==> src/rtl/spi_reg_ctrl.sv <==
// rtl/spi_reg_ctrl.sv - SPI/core shared register bank with fast commands and status byte
// Optional core starvation guard: define SPI_REG_CTRL_FAIRNESS_EN.
module spi_reg_ctrl #(
    parameter int ADDR_W = 3,
    parameter int REG_W = 8,
    parameter logic [(1<<ADDR_W)-1:0] RO_MASK = '0
) (
    input  logic                            clk,
    input  logic                            nrst,
    input  logic [ADDR_W-1:0]               spi_addr,
    output logic [REG_W-1:0]                spi_rdata,
    input  logic [REG_W-1:0]                spi_wdata,
    input  logic                            spi_wvld,
    input  logic [5:0]                      fastcmd,
    input  logic                            fastcmd_vld,
    output logic [7:0]                      status,
    input  logic                            core_req,
    input  logic                            core_we,
    input  logic [ADDR_W-1:0]               core_addr,
    input  logic [REG_W-1:0]                core_wdata,
    output logic                            core_gnt,
    output logic [REG_W-1:0]                core_rdata,
    output logic                            core_rvld,
    output logic [(1<<ADDR_W)*REG_W-1:0]    regs_flat
);
    localparam int NUM_REGS = 1 << ADDR_W;

    typedef enum logic [0:0] {ST_IDLE, ST_CLEAR} state_t;

    state_t             state, state_nxt;
    logic [REG_W-1:0]   regs [NUM_REGS];
    logic [ADDR_W-1:0]  clr_ptr;
    logic               lock, err, drop;
    logic [3:0]         wcnt;
    logic               gnt_q;
    logic               spi_hit, spi_apply, core_elig, core_win;
    logic               clr_cmd;

    assign spi_hit   = spi_wvld && (state == ST_IDLE);
    // Back-to-back grants are suppressed so the core sees a clean one-cycle pulse.
    assign core_elig = core_req && (state == ST_IDLE) && !gnt_q && !(core_we && lock);
    assign clr_cmd   = fastcmd_vld && (fastcmd == 6'h01) && (state == ST_IDLE);

`ifdef SPI_REG_CTRL_FAIRNESS_EN
    logic [1:0]         starv;
    logic               hold_vld;
    logic [ADDR_W-1:0]  hold_addr;
    logic [REG_W-1:0]   hold_data;

    assign core_win  = core_elig && spi_hit && (starv == 2'd3);
    assign spi_apply = spi_hit && !core_win;

    always_ff @(posedge clk or negedge nrst) begin
        if (!nrst) begin
            starv     <= '0;
            hold_vld  <= 1'b0;
            hold_addr <= '0;
            hold_data <= '0;
        end else begin
            if (core_gnt)
                starv <= '0;
            else if (core_elig && spi_hit)
                starv <= starv + 2'd1;
            hold_vld <= core_win;
            if (core_win) begin
                hold_addr <= spi_addr;
                hold_data <= spi_wdata;
            end
        end
    end
`else
    assign core_win  = 1'b0;
    assign spi_apply = spi_hit;
`endif

    assign core_gnt  = core_elig && (!spi_hit || core_win);
    assign spi_rdata = regs[spi_addr];
    assign status    = {state == ST_CLEAR, lock, err, drop, wcnt};

    always_ff @(posedge clk or negedge nrst) begin
        if (!nrst)
            state <= ST_IDLE;
        else
            state <= state_nxt;
    end

    always_comb begin
        state_nxt = state;
        case (state)
            ST_IDLE:  if (clr_cmd) state_nxt = ST_CLEAR;
            ST_CLEAR: if (&clr_ptr) state_nxt = ST_IDLE;
            default:  state_nxt = ST_IDLE;
        endcase
    end

    always_ff @(posedge clk or negedge nrst) begin
        if (!nrst) begin
            for (int i = 0; i < NUM_REGS; i++)
                regs[i] <= '0;
        end else begin
            if (state == ST_CLEAR)
                regs[clr_ptr] <= '0;
            if (spi_apply && !RO_MASK[spi_addr])
                regs[spi_addr] <= spi_wdata;
            if (core_gnt && core_we)
                regs[core_addr] <= core_wdata;
`ifdef SPI_REG_CTRL_FAIRNESS_EN
            // Parked SPI write lands last so it overrides anything else this cycle.
            if (hold_vld && !RO_MASK[hold_addr])
                regs[hold_addr] <= hold_data;
`endif
        end
    end

    always_ff @(posedge clk or negedge nrst) begin
        if (!nrst) begin
            clr_ptr    <= '0;
            lock       <= 1'b0;
            err        <= 1'b0;
            drop       <= 1'b0;
            wcnt       <= '0;
            gnt_q      <= 1'b0;
            core_rvld  <= 1'b0;
            core_rdata <= '0;
        end else begin
            if (clr_cmd)
                clr_ptr <= '0;
            else if (state == ST_CLEAR)
                clr_ptr <= clr_ptr + 1'b1;

            if (fastcmd_vld) begin
                if (state == ST_CLEAR) begin
                    err <= 1'b1;
                end else begin
                    case (fastcmd)
                        6'h01: ;
                        6'h02: lock <= 1'b1;
                        6'h03: lock <= 1'b0;
                        6'h3F: begin
                            err  <= 1'b0;
                            drop <= 1'b0;
                        end
                        default: err <= 1'b1;
                    endcase
                end
            end
            if (spi_wvld && (state == ST_CLEAR))
                drop <= 1'b1;

            gnt_q     <= core_gnt;
            core_rvld <= core_gnt && !core_we;
            if (core_gnt && !core_we)
                core_rdata <= regs[core_addr];
            if (core_gnt && core_we)
                wcnt <= wcnt + 4'd1;
        end
    end

    for (genvar g = 0; g < NUM_REGS; g++) begin : g_flat
        assign regs_flat[g*REG_W +: REG_W] = regs[g];
    end
endmodule

==> config.mk <==
export PLATFORM = sky130hd
export DESIGN_NAME = spi_reg_ctrl
export DESIGN_NICKNAME = d
export VERILOG_FILES = /design/src/rtl/spi_reg_ctrl.sv
export SDC_FILE = /design/constraint.sdc
export NUM_CORES = 1
export LEC_CHECK = 0
export BUFFER_PORTS_ARGS = -buffer_cell sky130_fd_sc_hd__buf_4
export CAP_MARGIN = 10
export CORE_MARGIN = 2
export CORE_UTILIZATION = 50
export DETAILED_ROUTE_END_ITERATION = 12
export MAX_ROUTING_LAYER = met4
export PLACE_DENSITY_LB_ADDON = 0.08
export SYNTH_ARGS = -nofsm -noshare
export SYNTH_HDL_FRONTEND = slang
export SYNTH_SLANG_ARGS = --single-unit
==> constraint.sdc <==
create_clock -name clk -period 4.08 [get_ports clk]
set_input_delay 0 -clock clk [delete_from_list [all_inputs] [get_ports clk]]
set_output_delay 0 -clock clk [all_outputs]
set_load 0.01 [all_outputs]
==> flow_summary.ini <==
[placed_design]
dpl.cell_count = 742
pre_cts_ws_ns = 1.232
gp_congestion = 0.8736
io_buffers = 123
dpl.hpwl_mm = 12.21

[routing]
wire_per_inst_um = 21.87
route.vias.total = 4641
viasPerCell = 6.027
remaining_drc_errors = 0
drt_iter0_drc = 405
routed_wl_mm = 16.84
first_pass_iters = 5
drtAntennaViolNets = 0

[clock_tree]
cts.sinks = 85
ctsHtreeMaxLevel = 3
tritoncts.num_buffers = 9
clk_latency_ns = 0.36
clkTransAtPathRegs_ns = 0.09
cts_buffer_depth = 2
cts_root_buf = clkbuf_8
tritoncts = done

[timing]
setup_viol = 0
fin_crit_sh_pct = 70.42
fin_worst_skew_ns = 0.008423
fmax_mhz = 348.0
setup_ws_ns = 1.207
tightest_slew_ns = 1.157
rsz0062_at_grt = false
setup_tns_ns = 0
drv_slew = 0
finalHoldViolations = 0
slew_headroom_pct = 21.78
post-route-min-period_ns = 2.873

[worst_setup_path]
end_kind = flip-flop
critPathBufInv = 0
cp_cell_sequence = or4b_1 > or4_1 > nor2_1 > a21oi_2
cp.required_ns = 4.30
crit_fanout = 25
critical_path.startpoint = state
r2r_start = state
r2r_end = regs_flat[42]
r2r_cells = 4
crit_end = regs_flat[42]
critPathMaxStageDelay_ns = 0.95
slowest_stage = or4_1
start_kind = flip-flop
regToRegSetupSlack_ns = 1.21
arrival_ns = 3.10
criticalPathCategory = flip-flop to flip-flop
path_depth = 4
crit_family = simple AND/OR/NAND/NOR gates

[power_and_ir_drop]
clkPwrFrac_pct = 13.2
power_frac_seq_pct = 38.6
combPwrFrac_pct = 48.2
p_sw_share_pct = 38.65
p_per_area_nw_per_um2 = 685.6
p_sw_mw = 1.799
ir_drop_mv = 0.3692
p_leak_nw = 3.122
power.internal_mw = 2.855

[grt]
grt-ovfl-total = 0
grt.total_usage_pct = 30.38
grt_pass1_wl_mm = 26.01
grt_max_degree = 86
antenna_found_initial = 0
grt_pass1_vias = 4458

[yosys]
synth_seq_cells = 85
synth_top_area_cell = dfrtp_1
syn_nets = 559
synth_enable_flop_cells = 0
synth_top_area_share_pct = 38.32
synthArstFlopShare_pct = 100.0
ys.warnings.count = 0
synth_area_um2 = 5550
yosys-top-cells-area = dfrtp_1 38%, mux4_2 13%, mux2i_1 12%
yosys.cell_types.count = 45
synthCells = 522
yosysSeqAreaShare_pct = 38.32
synth_ff_type = dfrtp_1
syn_avg_cell_area_um2 = 10.63

[layout]
postLayoutCoreUtil_pct = 62.62
final_layout_size_suffix_gt1_share_pct = 34.92
num_antenna_cells = 0
nets = 663
layout.cells.non_filler = 770
syn_to_final_growth_pct = 22.29
fill_cells = 909

[min_path]
min_path_cells = 3
min_path_type = input port to flip-flop

[outcome]
status = finished, final reports clean

[die]
fp.dieArea_um2 = 11960
ios = 124
core_um2 = 10840
die_h_um = 109.4
start_util_pct = 51.20
die_w_um = 109.4
rows = 38

[flow_run]
maxCapViolCount = 0
==> cell usage in the layout (no fill, tap or decap), types with 2 or more instances in the layout <==
| cell | netlist | layout |
|---|---|---|
| a21boi_0 | 8 | 8 |
| a21oi_1 | 27 | 27 |
| a21oi_2 | 24 | 24 |
| a22o_1 | 3 | 3 |
| and2_1 | 24 | 24 |
| buf_4 | 5 | 125 |
| clkbuf_8 | 0 | 11 |
| clkinvlp_4 | 0 | 2 |
| dfrtp_1 | 85 | 85 |
| dlygate4sd3_1 | 0 | 13 |
| ha_1 | 3 | 3 |
| inv_1 | 3 | 3 |
| mux2_2 | 10 | 10 |
| mux2i_1 | 64 | 64 |
| mux4_2 | 32 | 32 |
| nand2_1 | 30 | 30 |
| nand2b_1 | 3 | 3 |
| nand3_1 | 2 | 2 |
| nand4_1 | 5 | 5 |
| nand4b_1 | 3 | 3 |
| nor2_1 | 49 | 49 |
| nor2_2 | 6 | 6 |
| nor2b_1 | 35 | 35 |
| nor4_4 | 3 | 3 |
| nor4bb_2 | 0 | 2 |
| o211ai_1 | 8 | 8 |
| o21ai_1 | 24 | 24 |
| or2_2 | 2 | 2 |
| or4_1 | 5 | 5 |
| xnor2_1 | 2 | 2 |
==> cell usage after synthesis, types with 2 or more instances <==
cell and number:
a21boi_0 8, a21oi_1 27, a21oi_2 24, a22o_1 3
and2_1 24, buf_1 3, buf_2 12, buf_4 5
buf_6 3, clkbuf_1 22, dfrtp_1 85, ha_1 3
inv_1 3, mux2_2 10, mux2i_1 64, mux4_2 32
nand2_1 30, nand2b_1 3, nand3_1 2, nand4_1 5
nand4b_1 3, nor2_1 49, nor2_2 6, nor2b_1 35
nor4_4 3, nor4b_1 2, nor4bb_1 2, o211ai_1 8
o21ai_1 24, or2_2 2, or4_1 5, xnor2_1 2
==> worst min-delay path by stage <==
| stage | slack, ns | to | startpoint |
|---|---|---|---|
| floorplan | -0.30 | clr_ptr[0] | nrst |
| global placement | 0.22 | lock | fastcmd[0] |
| detailed placement | 0.23 | gnt_q | core_we |
| CTS | 0.0007 | regs_flat[34] | spi_wdata[2] |
| global route | 0.008 | regs_flat[34] | spi_wdata[2] |
| finish | 0.01 | regs_flat[34] | spi_wdata[2] |
==> per-layer routing <==
| layer | part of all wire [%] | vias to the layer above | track usage [%] | wire length (µm) |
|---|---|---|---|---|
| met2 | 46 | 210 | 44.62 | 7749 |
| met1 | 44 | 2315 | 44.43 | 7433 |
| met3 | 8.0 | 28 | 5.157 | 1354 |
| li1 | - | 2088 | - | - |
| met5 | 0 | - | - | 0 |
| met4 | 1.8 | 0 | 7.052 | 303 |
==> flip-flops by register name (all words and copies together), names as in the netlist <==
signal and flops:
gnt_q 1, state 1, clr_ptr 3, err 1
core_rdata 8, drop 1, lock 1, regs_flat 64
core_rvld 1, wcnt 4
==> power groups by stage <==
| stage | clock [mW] | sequential [mW] | combinational (mW) |
|---|---|---|---|
| CTS | 0.624 | 1.77 | 2.26 |
| global route | 0.661 | 1.84 | 2.44 |
| finish | 0.614 | 1.80 | 2.24 |
| floorplan | 0 | 1.69 | 1.23 |
| global placement | 0 | 1.77 | 2.17 |
| detailed placement | 0 | 1.78 | 2.23 |
==> worst register-to-register path, stage by stage (launching register included) <==
cell and delay, ns:
dfrtp_1 0.63, or4b_1 0.86, or4_1 0.95, nor2_1 0.26
a21oi_2 0.04
==> cell type report <==
class / instances / area, µm² / area share [%]
clock inverter: 3 / 45.04 / 0.6636
clock buffer: 12 / 155.1 / 2.286
inverter: 3 / 11.26 / 0.1659
timing repair buffer: 138 / 1069 / 15.74
tap: 140 / 175.2 / 2.581
multi-input combinational: 389 / 3206 / 47.23
sequential: 85 / 2127 / 31.34
==> repair_timing <==
item / CTS / global route
setup buffers: 0 / 0
hold buffers: 13 / 0
hold endpoints to repair: 145 / 0
gates resized for setup: 0 / 0
==> stage by stage <==
stage               hold slack (ns)  cell area [µm²]  power, mW
finish                      0.01019             6788      4.654
global route               0.007511             6788      4.943
CTS                       0.0006903             6788      4.652
detailed placement           0.2347             6457      4.019
global placement             0.2239             6457      3.937
floorplan                   -0.2956             5550      2.920
==> cells by family (layout without fill, tap and decap cells) <==
group,Yosys count,in the layout,synth area share [%]
and+or+nand+nor,180,180,18.24
muxes,107,107,26.76
AOI/OAI and AO/OA,96,96,11.27
DFF,85,85,38.32
buffers and inverters,48,156,4.261
adders and majority gates,3,3,0.6764
xor gates and xnor gates,3,3,0.4735
No activity file was read; power rests on OpenSTA's default activity.
